===== config.mk =====
export PLATFORM = sky130hd
export DESIGN_NAME = sat_clause_sequencer
export DESIGN_NICKNAME = d
export VERILOG_FILES = /design/src/rtl/sat_pkg.sv /design/src/rtl/sat_clause_rf.sv /design/src/rtl/sat_clause_sequencer.sv
export SDC_FILE = /design/constraint.sdc
export NUM_CORES = 1
export LEC_CHECK = 0
export ABC_AREA = 1
export CAP_MARGIN = 15
export CORE_ASPECT_RATIO = 0.8
export CORE_MARGIN = 5
export CORE_UTILIZATION = 57
export CTS_CLUSTER_SIZE = 24
export DETAILED_ROUTE_END_ITERATION = 16
export DONT_BUFFER_PORTS = 1
export PLACE_DENSITY = 0.75
export SYNTH_ARGS = -nofsm -noshare
export SYNTH_HDL_FRONTEND = slang
export SYNTH_SLANG_ARGS = --single-unit

===== constraint.sdc =====
create_clock -name clk -period 2.06 [get_ports clk]
set_clock_uncertainty 0.1 [all_clocks]
set_input_delay 0.309 -clock clk [delete_from_list [all_inputs] [get_ports clk]]
set_output_delay 0.309 -clock clk [all_outputs]
set_load 0.02 [all_outputs]

===== src/rtl/sat_pkg.sv =====
// ---------------------------------------------------------------------------
// sat_pkg
// Shared definitions for the SAT clause sequencer:
//   - stateVal phase codes driven to the accelerator top
//   - clause record layout {neg2, var2, neg1, var1} as offset helpers
//   - sequencer FSM state enum and the state -> stateVal mapping
// ---------------------------------------------------------------------------
package sat_pkg;

    // Phase codes on stateVal
    localparam logic [1:0] SV_RST_ALL    = 2'b00;  // reset clause and CNF
    localparam logic [1:0] SV_RST_CLAUSE = 2'b01;  // reset clause only (idle/hold)
    localparam logic [1:0] SV_CLAUSE_EN  = 2'b10;  // clause evaluate
    localparam logic [1:0] SV_CNF_EN     = 2'b11;  // CNF accumulate

    // Clause record layout, LSB first: var1, neg1, var2, neg2.
    localparam int VAR1_LSB = 0;

    function automatic int neg1_bit(input int var_w);
        return var_w;
    endfunction

    function automatic int var2_lsb(input int var_w);
        return var_w + 1;
    endfunction

    function automatic int neg2_bit(input int var_w);
        return 2 * var_w + 1;
    endfunction

    function automatic int rec_w(input int var_w);
        return 2 * var_w + 2;
    endfunction

    typedef enum logic [2:0] {
        ST_IDLE,
        ST_RST,
        ST_CLR,
        ST_EVAL,
        ST_ACC,
        ST_WAIT,
        ST_DONE
    } seq_state_e;

    // Phase code presented while the FSM sits in a given state.
    function automatic logic [1:0] state_code(input seq_state_e s);
        logic [1:0] code;
        case (s)
            ST_RST:  code = SV_RST_ALL;
            ST_EVAL: code = SV_CLAUSE_EN;
            ST_ACC:  code = SV_CNF_EN;
            default: code = SV_RST_CLAUSE;
        endcase
        return code;
    endfunction

endpackage


===== src/rtl/sat_clause_rf.sv =====
// ---------------------------------------------------------------------------
// sat_clause_rf
// Clause register file: one synchronous write port, one asynchronous read
// port. Contents are not cleared by reset.
// Ports:
//   clk      in   clock
//   wr_en    in   write strobe (already qualified by the caller)
//   wr_addr  in   slot to write
//   wr_data  in   clause record {neg2, var2, neg1, var1}
//   rd_addr  in   slot to read
//   rd_data  out  clause record at rd_addr (combinational)
// ---------------------------------------------------------------------------
module sat_clause_rf #(
    parameter int DEPTH = 16,
    parameter int REC_W = 12
) (
    input  logic                     clk,
    input  logic                     wr_en,
    input  logic [$clog2(DEPTH)-1:0] wr_addr,
    input  logic [REC_W-1:0]         wr_data,
    input  logic [$clog2(DEPTH)-1:0] rd_addr,
    output logic [REC_W-1:0]         rd_data
);

    logic [REC_W-1:0] mem_q [DEPTH];

    always_ff @(posedge clk) begin
        if (wr_en) begin
            mem_q[wr_addr] <= wr_data;
        end
    end

    assign rd_data = mem_q[rd_addr];

endmodule


===== src/rtl/sat_clause_sequencer.sv =====
// ---------------------------------------------------------------------------
// sat_clause_sequencer
// Upstream driver for the SAT accelerator top. Holds a 2-literal CNF formula
// in a register file; on start it streams every clause as the phase triple
// CLR(01) / EVAL(10) / ACC(11), preceded by one RST(00) cycle, waits
// RESULT_LAT cycles, then captures outCNF as the verdict.
//
// Optional feature (macro SEQ_TAUTO_SKIP_EN): tautological clauses
// (var1 == var2, neg1 != neg2) are skipped in a single held-01 cycle without
// issuing EVAL/ACC or loading their fields.
//
// Ports:
//   clk, reset           clock, synchronous active-high reset
//   wr_en/wr_addr/wr_data  formula write port (ignored while busy)
//   num_clauses          clause count, latched (and clamped) at start
//   start                run request pulse (ignored while busy)
//   busy, done           run in progress / one-cycle verdict-valid pulse
//   sat_result           captured verdict, held until the next done
//   stateVal             phase code to the accelerator
//   varPos1/2, negCtrl1/2  literal fields of the current clause
//   outCNF               accelerator verdict input
// All outputs are registered.
// ---------------------------------------------------------------------------
module sat_clause_sequencer
    import sat_pkg::*;
#(
    parameter int MAX_CLAUSES = 16,
    parameter int VAR_W       = 5,
    parameter int RESULT_LAT  = 2
) (
    input  logic                           clk,
    input  logic                           reset,
    input  logic                           wr_en,
    input  logic [$clog2(MAX_CLAUSES)-1:0] wr_addr,
    input  logic [2*VAR_W+1:0]             wr_data,
    input  logic [$clog2(MAX_CLAUSES):0]   num_clauses,
    input  logic                           start,
    output logic                           busy,
    output logic                           done,
    output logic                           sat_result,
    output logic [1:0]                     stateVal,
    output logic [VAR_W-1:0]               varPos1,
    output logic [VAR_W-1:0]               varPos2,
    output logic                           negCtrl1,
    output logic                           negCtrl2,
    input  logic                           outCNF
);

    localparam int ADDR_W = $clog2(MAX_CLAUSES);
    localparam int REC_W  = rec_w(VAR_W);
    localparam int NEG1_B = neg1_bit(VAR_W);
    localparam int VAR2_L = var2_lsb(VAR_W);
    localparam int NEG2_B = neg2_bit(VAR_W);
    localparam int WAIT_W = (RESULT_LAT > 1) ? $clog2(RESULT_LAT) : 1;

    localparam logic [WAIT_W-1:0] WAIT_LAST = WAIT_W'(RESULT_LAT - 1);
    localparam logic [ADDR_W:0]   MAX_CNT   = (ADDR_W + 1)'(MAX_CLAUSES);
    localparam logic [ADDR_W:0]   CNT_ONE   = (ADDR_W + 1)'(1);
    localparam logic [ADDR_W-1:0] IDX_ONE   = ADDR_W'(1);

    seq_state_e        state_q, state_d;
    logic [ADDR_W:0]   cnt_q, cnt_d;
    logic [ADDR_W-1:0] idx_q, idx_d;
    logic [WAIT_W-1:0] wcnt_q, wcnt_d;

    logic [1:0]        sv_q, sv_d;
    logic              busy_q, busy_d;
    logic              done_q, done_d;
    logic              sat_q, sat_d;
    logic [VAR_W-1:0]  v1_q, v1_d;
    logic [VAR_W-1:0]  v2_q, v2_d;
    logic              n1_q, n1_d;
    logic              n2_q, n2_d;

`ifdef SEQ_TAUTO_SKIP_EN
    logic              skip_q, skip_d;    // clause shown in the current CLR is a tautology
    logic              issued_q, issued_d; // at least one clause reached ACC this run
`endif

    logic [ADDR_W-1:0] rd_addr;
    logic [REC_W-1:0]  rd_data;
    logic              rf_we;
    logic              is_last;
    logic              force_sat;

    // The formula is frozen once a run is accepted.
    assign rf_we = wr_en && (state_q == ST_IDLE);

    sat_clause_rf #(
        .DEPTH (MAX_CLAUSES),
        .REC_W (REC_W)
    ) u_rf (
        .clk     (clk),
        .wr_en   (rf_we),
        .wr_addr (wr_addr),
        .wr_data (wr_data),
        .rd_addr (rd_addr),
        .rd_data (rd_data)
    );

    assign is_last = ({1'b0, idx_q} == (cnt_q - CNT_ONE));

    // An empty run (no clause ever accumulated) is satisfiable by definition.
`ifdef SEQ_TAUTO_SKIP_EN
    assign force_sat = !issued_q;
`else
    assign force_sat = (cnt_q == '0);
`endif

    always_comb begin
        state_d = state_q;
        cnt_d   = cnt_q;
        idx_d   = idx_q;
        wcnt_d  = wcnt_q;
        sat_d   = sat_q;
        v1_d    = v1_q;
        v2_d    = v2_q;
        n1_d    = n1_q;
        n2_d    = n2_q;
`ifdef SEQ_TAUTO_SKIP_EN
        skip_d   = skip_q;
        issued_d = issued_q;
`endif

        case (state_q)
            ST_IDLE: begin
                if (start) begin
                    cnt_d   = (num_clauses > MAX_CNT) ? MAX_CNT : num_clauses;
                    idx_d   = '0;
                    state_d = ST_RST;
`ifdef SEQ_TAUTO_SKIP_EN
                    issued_d = 1'b0;
`endif
                end
            end
            ST_RST: begin
                if (cnt_q != '0) begin
                    state_d = ST_CLR;
                end else begin
                    state_d = ST_WAIT;
                    wcnt_d  = '0;
                end
            end
            ST_CLR: begin
`ifdef SEQ_TAUTO_SKIP_EN
                if (skip_q) begin
                    if (is_last) begin
                        state_d = ST_WAIT;
                        wcnt_d  = '0;
                    end else begin
                        idx_d = idx_q + IDX_ONE;
                    end
                end else begin
                    state_d = ST_EVAL;
                end
`else
                state_d = ST_EVAL;
`endif
            end
            ST_EVAL: begin
                state_d = ST_ACC;
            end
            ST_ACC: begin
`ifdef SEQ_TAUTO_SKIP_EN
                issued_d = 1'b1;
`endif
                if (is_last) begin
                    state_d = ST_WAIT;
                    wcnt_d  = '0;
                end else begin
                    idx_d   = idx_q + IDX_ONE;
                    state_d = ST_CLR;
                end
            end
            ST_WAIT: begin
                if (wcnt_q == WAIT_LAST) begin
                    state_d = ST_DONE;
                    sat_d   = force_sat ? 1'b1 : outCNF;
                end else begin
                    wcnt_d = wcnt_q + 1'b1;
                end
            end
            ST_DONE: begin
                state_d = ST_IDLE;
            end
            default: begin
                state_d = ST_IDLE;
            end
        endcase

        // Clause fields are fetched at the edge that enters CLR, using the
        // index the FSM is about to present, so they are stable through ACC.
        rd_addr = idx_d;
        if (state_d == ST_CLR) begin
`ifdef SEQ_TAUTO_SKIP_EN
            skip_d = (rd_data[VAR1_LSB +: VAR_W] == rd_data[VAR2_L +: VAR_W]) &&
                     (rd_data[NEG1_B] != rd_data[NEG2_B]);
            if (!skip_d) begin
                v1_d = rd_data[VAR1_LSB +: VAR_W];
                v2_d = rd_data[VAR2_L +: VAR_W];
                n1_d = rd_data[NEG1_B];
                n2_d = rd_data[NEG2_B];
            end
`else
            v1_d = rd_data[VAR1_LSB +: VAR_W];
            v2_d = rd_data[VAR2_L +: VAR_W];
            n1_d = rd_data[NEG1_B];
            n2_d = rd_data[NEG2_B];
`endif
        end

        // Outputs are registered copies of what the next state presents.
        sv_d   = state_code(state_d);
        busy_d = (state_d != ST_IDLE);
        done_d = (state_d == ST_DONE);
    end

    always_ff @(posedge clk) begin
        if (reset) begin
            state_q <= ST_IDLE;
            cnt_q   <= '0;
            idx_q   <= '0;
            wcnt_q  <= '0;
            sv_q    <= SV_RST_CLAUSE;
            busy_q  <= 1'b0;
            done_q  <= 1'b0;
            sat_q   <= 1'b0;
            v1_q    <= '0;
            v2_q    <= '0;
            n1_q    <= 1'b0;
            n2_q    <= 1'b0;
`ifdef SEQ_TAUTO_SKIP_EN
            skip_q   <= 1'b0;
            issued_q <= 1'b0;
`endif
        end else begin
            state_q <= state_d;
            cnt_q   <= cnt_d;
            idx_q   <= idx_d;
            wcnt_q  <= wcnt_d;
            sv_q    <= sv_d;
            busy_q  <= busy_d;
            done_q  <= done_d;
            sat_q   <= sat_d;
            v1_q    <= v1_d;
            v2_q    <= v2_d;
            n1_q    <= n1_d;
            n2_q    <= n2_d;
`ifdef SEQ_TAUTO_SKIP_EN
            skip_q   <= skip_d;
            issued_q <= issued_d;
`endif
        end
    end

    assign stateVal   = sv_q;
    assign busy       = busy_q;
    assign done       = done_q;
    assign sat_result = sat_q;
    assign varPos1    = v1_q;
    assign varPos2    = v2_q;
    assign negCtrl1   = n1_q;
    assign negCtrl2   = n2_q;

endmodule


# After elaboration in Yosys (flattened, before gate mapping)

Memories as Yosys holds them, arrays and structs flattened. A register that Yosys moved wholly into a read port is not among the register bits.
Index checks and enable logic that the tools add are counted.

Bits in registers: 18
Bits in writable memories: 192
Input port bits: 26
Output and inout bits: 17
Word-level logic and storage cells: 52
Memories kept: 1

Memories:

| name       | depth | width | rd ports | clocked after Yosys merged registers in | write ports | line                | RTL |
|---|---|---|---|---|---|---|---|
| u_rf.mem_q | 16    | 12    | 1        | 1                                       | 1           | sat_clause_rf.sv:25 | `logic [REC_W-1:0] mem_q [DEPTH];` |

$add $sub $neg: 3
Magnitude comparators: 1
Equal/unequal tests: 13
Mux-type cells: 17
Reductions and logical operators: 9

Operators by type and width:

| operator            | number |
|---|---|
| $pmux 3 s6          | 1 |
| $eq 3x2->1 const B  | 4 |
| $eq 3x3->1 const B  | 4 |
| $mux 3              | 4 |
| $mux 4              | 2 |
| $pmux 4 s2          | 1 |
| $eq 3x1->1 const B  | 2 |
| $mux 1              | 6 |
| $pmux 2 s3          | 1 |
| $reduce_bool 3->1   | 2 |
| $eq 4x5->1          | 1 |
| $gt 5x5->1 const B  | 1 |
| $logic_not 5->1     | 1 |
| $mux 5              | 1 |
| $reduce_bool 5->1   | 1 |
| $sub 5x1->5 const B | 1 |
| $add 4x1->4 const B | 1 |
| $ne 2x2->1 const B  | 2 |
| $reduce_and 2->1    | 2 |
| $logic_not 3->1     | 1 |
| $pmux 1 s3          | 1 |
| $reduce_and 3->1    | 1 |
| $add 1x1->1 const B | 1 |
| $logic_and 1x1->1   | 1 |

# Logic depth before layout (Yosys ltp)

Gate-level depths: netlist (run 1).

Depth in word-level cells: 6
Mapped depth: 20
Depth with buffers taken out: 18

# Modules after synthesis

Synthesis (run 1) repeated with hierarchy kept, for this count alone.

Cells, all modules: 1054
Area total of the unflattened synthesis: 9939.5 um^2

By module, submodules not included:

| module               | instances | cells each | area an instance (um^2) | sequential area each (um^2) |
|---|---|---|---|---|
| sat_clause_rf        | 1         | 801        | 8323.0                  | 5765.5 |
| sat_clause_sequencer | 1         | 253        | 1616.6                  | 600.6 |

# Worst setup path after synthesis (run 1)

Ideal clock, no wire load.

Kind: reg2reg
From: register cnt_q[0]
To: register n1_q, in the netlist negCtrl1, read port of u_rf.mem_q
Library setup time: 0.109 ns
Arrival time: 2.072 ns
Data required time: 1.851 ns
Path slack: -0.221 ns
Cell stages (with the launch flop): 19
Path buffers: 2
Clock period less this slack: 2.281 ns
Path through: dfxtp_1 inv_2 ha_1 nand2_1 inv_1 nor2_1 nand3_1 nor2_4 nand3_2 nand2_2 buf_6 buf_2 nand3b_1 nand3_1 nand3_1 nand3_1 nand3_1 nand2_1 inv_1

Longest elaborated chain between the ends: 5
Elaborated cells on any way between the ends: 9
Those cells by class: add/sub (1); eq/ne (2); mux (5); reduce/logical (1)

RTL lines:

| element                  | line                        | RTL |
|---|---|---|
| start: declaration       | sat_clause_sequencer.sv:62  | `logic [ADDR_W:0] cnt_q, cnt_d;` |
| start signal: assignment | sat_clause_sequencer.sv:238 | `cnt_q <= cnt_d;` |
| $sub 5x1->5              | sat_clause_sequencer.sv:101 | `assign is_last = ({1'b0, idx_q} == (cnt_q - CNT_ONE));` |
| $eq 4x5->1               | sat_clause_sequencer.sv:101 |  |
| $mux 3                   | sat_clause_sequencer.sv:167 | `if (is_last) begin` |
| $pmux 3 s6               | sat_clause_sequencer.sv:125 | `case (state_q)` |
| $eq 3x2->1               | sat_clause_sequencer.sv:194 | `if (state_d == ST_CLR) begin` |
| end: declaration         | sat_clause_sequencer.sv:72  | `logic n1_q, n1_d;` |

Several ways; a longest one is shown, not always the timed one.
A chain may end at the register's enable or synchronous reset.

# Worst setup path in the final report (run 1)

From: register cnt_q[1]
To: register v2_q[0], in the netlist varPos2[0], read port of u_rf.mem_q

Longest elaborated chain between the ends: 5
Elaborated cells on any way between the ends: 9
Those cells by class: add/sub (1); eq/ne (2); mux (5); reduce/logical (1)

RTL lines:

| element          | line                        | RTL |
|---|---|---|
| $sub 5x1->5      | sat_clause_sequencer.sv:101 |  |
| $eq 4x5->1       | sat_clause_sequencer.sv:101 |  |
| $mux 3           | sat_clause_sequencer.sv:167 |  |
| $pmux 3 s6       | sat_clause_sequencer.sv:125 |  |
| $eq 3x2->1       | sat_clause_sequencer.sv:194 |  |
| end: declaration | sat_clause_sequencer.sv:71  | `logic [VAR_W-1:0] v2_q, v2_d;` |

Several ways; a longest one is shown, not always the timed one.

==> results of run 1 <==
-- sequential cells by signal (all words and copies together), names as in the netlist --
signal / cells
busy: 1
cnt_q: 5
done: 1
idx_q: 4
negCtrl1: 1
negCtrl2: 1
sat_result: 1
stateVal: 2
state_q: 3
u_rf.mem_q: 192
varPos1: 5
varPos2: 5
wcnt_q: 1
-- cell usage in the layout, fill, tap and decap left out, types with 5 or more instances in the layout --
| cell type | synthesis | final |
|---|---|---|
| nand3_1 | 237 | 167 |
| dlygate4sd3_1 | 0 | 22 |
| buf_6 | 4 | 10 |
| buf_12 | 0 | 21 |
| nand3_2 | 4 | 67 |
| clkbuf_16 | 0 | 26 |
| dfxtp_1 | 30 | 28 |
| buf_4 | 8 | 69 |
| inv_2 | 6 | 10 |
| clkinv_2 | 0 | 5 |
| inv_1 | 182 | 177 |
| nor2_1 | 37 | 29 |
| nand3b_1 | 48 | 48 |
| o21a_1 | 12 | 12 |
| nor2_2 | 3 | 10 |
| edfxtp_1 | 192 | 192 |
| nand3_4 | 0 | 7 |
| a21oi_1 | 6 | 5 |
| nand2_1 | 146 | 143 |
-- per-layer routing --
metal | share of wire [%] | vias to the layer above | wire length, um
met1 | 39 | 3671 | 10700
li1 | - | 3502 | -
met3 | 11 | 85 | 3060
met5 | 0 | - | 0
met4 | 3.1 | 0 | 872
met2 | 47 | 447 | 13100
-- through the flow --
step                      utilization (%)  instances  setup TNS (ps)
final                                73.5       1328           -5200
after detailed placement             62.9       1246           -3610
after global routing                 73.5       1328           -8160
after floorplan                         -        986           -1070
after global placement               62.9       1246           -3160
after CTS                            70.3       1316           -4060
-- timing repair --
| item | in CTS | in global routing |
|---|---|---|
| pin swaps | 6 | 43 |
| gates resized for setup | 21 | 94 |
| setup buffers | 4 | 11 |
| endpoints found under the hold margin | 210 | 0 |
| hold buffers | 22 | 0 |
| setup endpoints to repair | 13 | 107 |
| gates cloned | 4 | 5 |
-- worst reg2reg max path: cells and delay by family, from the launching register on --
family	cells	cell delay, ps
and+or+nand+nor	12	1320
buffers and inverters	5	440
DFF	1	320
adders and majority gates	1	230
-- final timing paths --
path / startpoint / cells past startpoint / end
setup / recovery: cnt_q[1] / 18 / varPos2[0]
hold / removal: start / 3 / cnt_q[0]
setup reg to reg: cnt_q[1] / 18 / varPos2[0]
hold reg to reg: cnt_q[4] / 2 / cnt_q[4]
-- cells by family after synthesis --
group	share of synthesized area, %
buffers and inverters	9.97
adders and majority gates	0.250
AOI/OAI and AO/OA	2.17
xor gates and xnor gates	0.0874
and+or+nand+nor	24.0
DFF	63.5
-- power groups by stage --
| stage | clock network (mW) | logic [mW] | registers [mW] |
|---|---|---|---|
| final | 4.21 | 5.72 | 5.60 |
| after global routing | 4.47 | 6.13 | 5.62 |
| after CTS | 4.26 | 5.00 | 5.59 |
| after detailed placement | 0 | 4.32 | 5.68 |
| after global placement | 0 | 4.23 | 5.67 |
| after floorplan | 0 | 2.87 | 5.57 |
-- final cells by class --
class                   instances  area share [%]
multi-input cells             524            24.8
well taps                     225            2.21
inverters                     188            5.56
clock buffers                  26            4.52
clock inverters                14            1.48
flip-flops and latches        222            50.0
repair buffers                129            11.4
-- cell usage after synthesis (2+ instances only) --
| master | count | area share, % |
|---|---|---|
| nor2_1 | 37 | 1.4 |
| a211oi_1 | 3 | 0.22 |
| nor2_4 | 2 | 0.22 |
| nor2_2 | 3 | 0.19 |
| nand3b_1 | 48 | 3.6 |
| o21a_1 | 12 | 0.90 |
| o21ai_0 | 3 | 0.15 |
| dfxtp_1 | 30 | 6.0 |
| buf_4 | 8 | 0.60 |
| nand4_1 | 4 | 0.25 |
| nand3_2 | 4 | 0.40 |
| buf_2 | 31 | 1.5 |
| clkbuf_1 | 8 | 0.30 |
| inv_2 | 6 | 0.22 |
| edfxtp_1 | 192 | 58 |
| nand3_1 | 237 | 12 |
| inv_1 | 182 | 6.8 |
| nor3_1 | 2 | 0.10 |
| a31oi_1 | 2 | 0.12 |
| ha_1 | 2 | 0.25 |
| nand2_2 | 2 | 0.12 |
| nand2_1 | 146 | 5.5 |
| a21oi_1 | 6 | 0.30 |
| nand2_4 | 4 | 0.45 |
| buf_6 | 4 | 0.45 |
==> metrics.md, run 1 <==
| Metric | Value |
|---|---|
| Worst path cell trace | inv_2 > ha_4 > nand2_2 > inv_2 > nor2_1 > nand3_1 > nor2_4 > nand2_4 > nand3_4 > nand3_4 > buf_12 > clkbuf_16 > nand3_1 > nand3_2 > nand3_2 > nand3_2 > nand2_1 > inv_1 |
| Clock latency on the worst-skew pair | 510 ps |
| CP Max Fanout | 6 |
| Data arrival, critical path | 2840 ps |
| Largest net degree at the start of global routing | 55 |
| Sw Share | 35.1% |
| Average size of a mapped cell | 10.2 um2 |
| Root buffer cell | clkbuf_16 |
| CTS tree | built |
| Hold Path Class | input port to flip-flop |
| Die Ht | 129 um |
| Worst-path clk slew | 60 ps |
| Power Density | 1220 nW/um2 |
| Wirelength per Cell | 20.9 um |
| Die W | 158 um |
| Outcome | finished with violations |
| Slew Viols, Final | 0 |
| Register area share after synthesis | 63.5% |
| GP Congestion | 0.896 |
| Met2 Track Usage GR | 42.4% |
| DR vias | 7705 |
| GRT Max-Usage Layer | met2 |
| Total chip power | 15.5 mW |
| Fin worst setup slack | -458 ps |
| Via/cell ratio | 5.80 |
| Worst Setup End Kind | flip-flop |
| GR Util met3 | 6.39% |
| Synth unique cells | 33 |
| Reg2reg setup slack | -460 ps |
| Nature of the critical path startpoint | flip-flop |
| Htree depth | 1 |
| Post-synth EDFFs | 192 |
| Overall routed net length | 27700 um |
| Fill cells | 1143 |
| P&R area growth vs syn | 27.0% |
| CTS Buf Count | 22 |
| Syn Nets | 1014 |
| Combinational power share | 36.8% |
| Initial core utilization | 57.9% |
| Violated checks | setup timing |
| First-pass GRT wire length | 40800 um |
| Asr flop ratio synth | 0% |
| Antenna Violating Nets Remaining | 0 |
| Pre-CTS WS | -351 ps |
| DRC violations left | 0 |
| Critical path's slowest cell | dfxtp_2 |
| Hold Fails Final Rpt | 0 |
| Unrepaired setup endpoints after global routing | yes |
| GR Layer Usage met1 | 35.4% |
| Worst slew margin | 50.9% |
| I/O Buffers | 0 |
| Tcrit/Tclk final | 122% |
| Initial antenna violation count | 0 |
| Share of cells above drive strength 1 | 23.2% |
| WHS | 72.7 ps |
| Multi-input logic area | 3160 um2 |
| Worst VDD drop | 0.791 mV |
| GRT Total Usage | 26.1% |
| Final setup violation count | 15 |
| DRT iter0 DRCs | 1088 |
| Mapped Cells | 986 |
| GRT overflow | 0 |
| Die area | 20400 um2 |
| Vias in the first global route | 7381 |
| CP required | 2380 ps |
| Synth Flop Type | edfxtp_1 |
| Final instance area | 12700 um2 |
| Psw | 5.45 mW |
| Crit path largest cell delay | 320 ps |
| Reg power frac | 36.1% |
| Core footprint | 17300 um2 |
| # IOs | 43 |
| Synth warn | 0 |
| Flops & latches, synth | 222 |
| Placed inst area | 10900 um2 |
| Crit path kind | flip-flop to flip-flop |
| Internal power | 10.1 mW |
| Row count | 43 |
| Pre-Repair DR Iteration Count | 5 |
| Num Clock Sinks | 222 |
| Mapped Area | 10000 um2 |
| Area occupied by registers | 6370 um2 |
| Nets | 1115 |
| Slew @ Worst Pin | 733 ps |
| Leakage power | 5.41 nW |
| N_diodes | 0 |
| CP top delay family | simple AND/OR/NAND/NOR gates |
| Fin crit period | 2520 ps |
| Fmax | 397 MHz |
| Crit path top cell by count | nand3_2 |
| Dpl hpwl | 16100 um |
| CTS Buffer Depth | 3 |
| Clock share of power | 27.1% |
| Max-cap check violation count | 0 |
| Crit path buffers/inverters | 5 |
Power figures use the tool's default switching activity.
==> run 2: changes to the inputs <==
- TNS_END_PERCENT: not set -> 100
==> results of run 2 <==
Final layout, timing and power as in run 1 (identical DEF).
==> run 3: changes to the inputs <==
- CORE_UTILIZATION: 57 -> 65
- CTS_BUF_LIST: not set -> sky130_fd_sc_hd__clkbuf_4
- PLACE_DENSITY: 0.75 -> 0.81
- clock period: 2.06 -> 3.3 ns (I/O delays scaled with it)
==> run 3 against run 2 <==
Sequential cell count is the same. Critical endpoint is now varPos1[3]. The flow now finishes without violations. Die area shrank 11%. Critical path depth shrank 2. Register-to-register slack gained 890 ps. Count of clock-buffer cells in the layout grew 62.
==> metrics.md, run 3 (synthesis results as in run 1) <==
| Metric | Value |
|---|---|
| Nature of the critical path startpoint | flip-flop |
| Util after Layout | 74.5% |
| Final instance area | 11200 um2 |
| Commonest non-fill, non-tap cell in the layout | nand3_1 |
| CP Max Fanout | 13 |
| CP top delay family | simple AND/OR/NAND/NOR gates |
| Slew @ Worst Pin | 706 ps |
| Die area | 18000 um2 |
| Worst Setup End Kind | flip-flop |
| CTS Buffer Depth | 3 |
| FF-to-FF path depth | 16 |
| Worst-path clk slew | 70 ps |
| Row count | 40 |
| Worst R2R End | varPos1[3] |
| Initial antenna violation count | 1 |
| DR vias | 7279 |
| N_diodes | 0 |
| GP Congestion | 0.874 |
| Core footprint | 15100 um2 |
| Critical path's slowest cell | a21oi_4 |
| Worst path cell trace | inv_2 > ha_1 > nand2_1 > inv_1 > nor2_1 > nand3_1 > nor2_4 > nand2_4 > nand2_1 > xor2_1 > a21oi_4 > inv_1 > nand3_1 > nand3_1 > nand2_1 > inv_1 |
| First-pass GRT wire length | 37700 um |
| Fin crit period | 2860 ps |
| Worst Hold Path EP | u_rf.mem_q[10][4] |
| Data arrival, critical path | 3300 ps |
| Fmax | 349 MHz |
| Crit path buffers/inverters | 4 |
| Final setup violation count | 0 |
| Hold Fails Final Rpt | 0 |
| Crit path largest cell delay | 400 ps |
| Overall routed net length | 23900 um |
| Nets | 1069 |
| Antenna Violating Nets Remaining | 0 |
| Htree depth | 2 |
| # IOs | 43 |
| Vias in the first global route | 6958 |
| Via/cell ratio | 5.62 |
| DRT iter0 DRCs | 771 |
| DRC violations left | 0 |
| Max reg flops | 192 |
| Slew Viols, Final | 0 |
| Reg2reg setup slack | 440 ps |
| Die Ht | 121 um |
| Clock latency on the worst-skew pair | 670 ps |
| Critical path depth | 16 |
| Max-cap check violation count | 0 |
| CTS Buf Count | 52 |
| Hold Startpoint | wr_addr[3] |
| CTS tree | built |
| CP required | 3740 ps |
| Inst Count DP | 1174 |
| I/O Buffers | 0 |
| Most flops, register | u_rf.mem_q |
| GRT overflow | 0 |
| Setup TNS | 0 ps |
| Worst R2R Start | cnt_q[0] |
| Fin cells | 1295 |
| Crit path kind | flip-flop to flip-flop |
| Root buffer cell | clkbuf_4 |
| Worst Hold Depth | 2 |
| Largest net degree at the start of global routing | 97 |
| Dpl hpwl | 13900 um |
| Leakage power | 4.78 nW |
| Hold Path Class | input port to flip-flop |
| Power Density | 717 nW/um2 |
| Wirelength per Cell | 18.4 um |
| Share of cells above drive strength 1 | 13.1% |
| WHS | 178 ps |
| Commonest non-fill, non-tap cells in the layout | 237 x nand3_1, 192 x edfxtp_1, 182 x inv_1 |
| Unrepaired setup endpoints after global routing | no |
| Initial core utilization | 66.5% |
| Tcrit/Tclk final | 86.8% |
| Placed inst area | 10300 um2 |
| Die W | 149 um |
| GRT Total Usage | 27.2% |
| Setup bufs post-CTS | 0 |
| Pre-Repair DR Iteration Count | 5 |
| Worst VDD drop | 0.481 mV |
| Num Clock Sinks | 222 |
| Outcome | completed |
| P&R area growth vs syn | 12.0% |
| Worst slew margin | 52.8% |
==> run 3: changes by cell type in the layout (fill, tap and decap cells not counted), sizes merged, moves of 2 or more <==
cell	previous run	this run
buf	102	30
clkinvlp	2	0
inv	188	190
bufinv	4	0
clkbuf	30	88
==> run 3: how the worst max path moves through the flow <==
stage	start	end	slack [ps]
detailed placement	cnt_q[0]	varPos2[4]	70
floorplan	cnt_q[0]	negCtrl1	1020
CTS	cnt_q[0]	varPos1[3]	50
global route	cnt_q[0]	varPos1[3]	180
global placement	cnt_q[0]	varPos2[4]	220
finish	cnt_q[0]	varPos1[3]	440
==> run 3: routing by layer <==
layer  GRT usage (%)  vias to the layer above  share of wire, %
li1                -                     3445                 -
met2            42.3                      366                46
met5               0                        -             0.046
met3            6.05                       48                11
met4            8.69                        2               2.2
met1            38.8                     3418                41
==> run 3: layout make-up <==
class	count	area [um2]
Clock buffer	88	661
Sequential cell	222	6370
Inverter	188	706
Timing Repair Buffer	53	518
Fill cell	1038	3840
Clock inverter	10	37.5
Multi-Input combinational cell	524	2680
Tap cell	210	263
==> run 3: where the power goes <==
part           switching, mW  total [mW]  internal (mW)  leakage [nW]
Clock                   1.05        2.25           1.20         0.426
Combinational           1.56        2.32          0.762          2.37
Sequential             0.238        3.48           3.24          1.98
==> run 3: stage by stage <==
stage          power, mW  setup WS [ps]
2_1_floorplan       5.23           1020
3_3_place_gp        5.70            222
3_5_place_dp        5.75           74.8
4_1_cts             8.07           47.9
5_1_grt             8.53            184
6_report            8.05            435
==> run 3: repair_timing <==
action                     4_1_cts  5_1_grt
hold buffers                    23        0
gates resized for setup          0        1
setup endpoints to repair        0       12
hold endpoints to repair       210        0
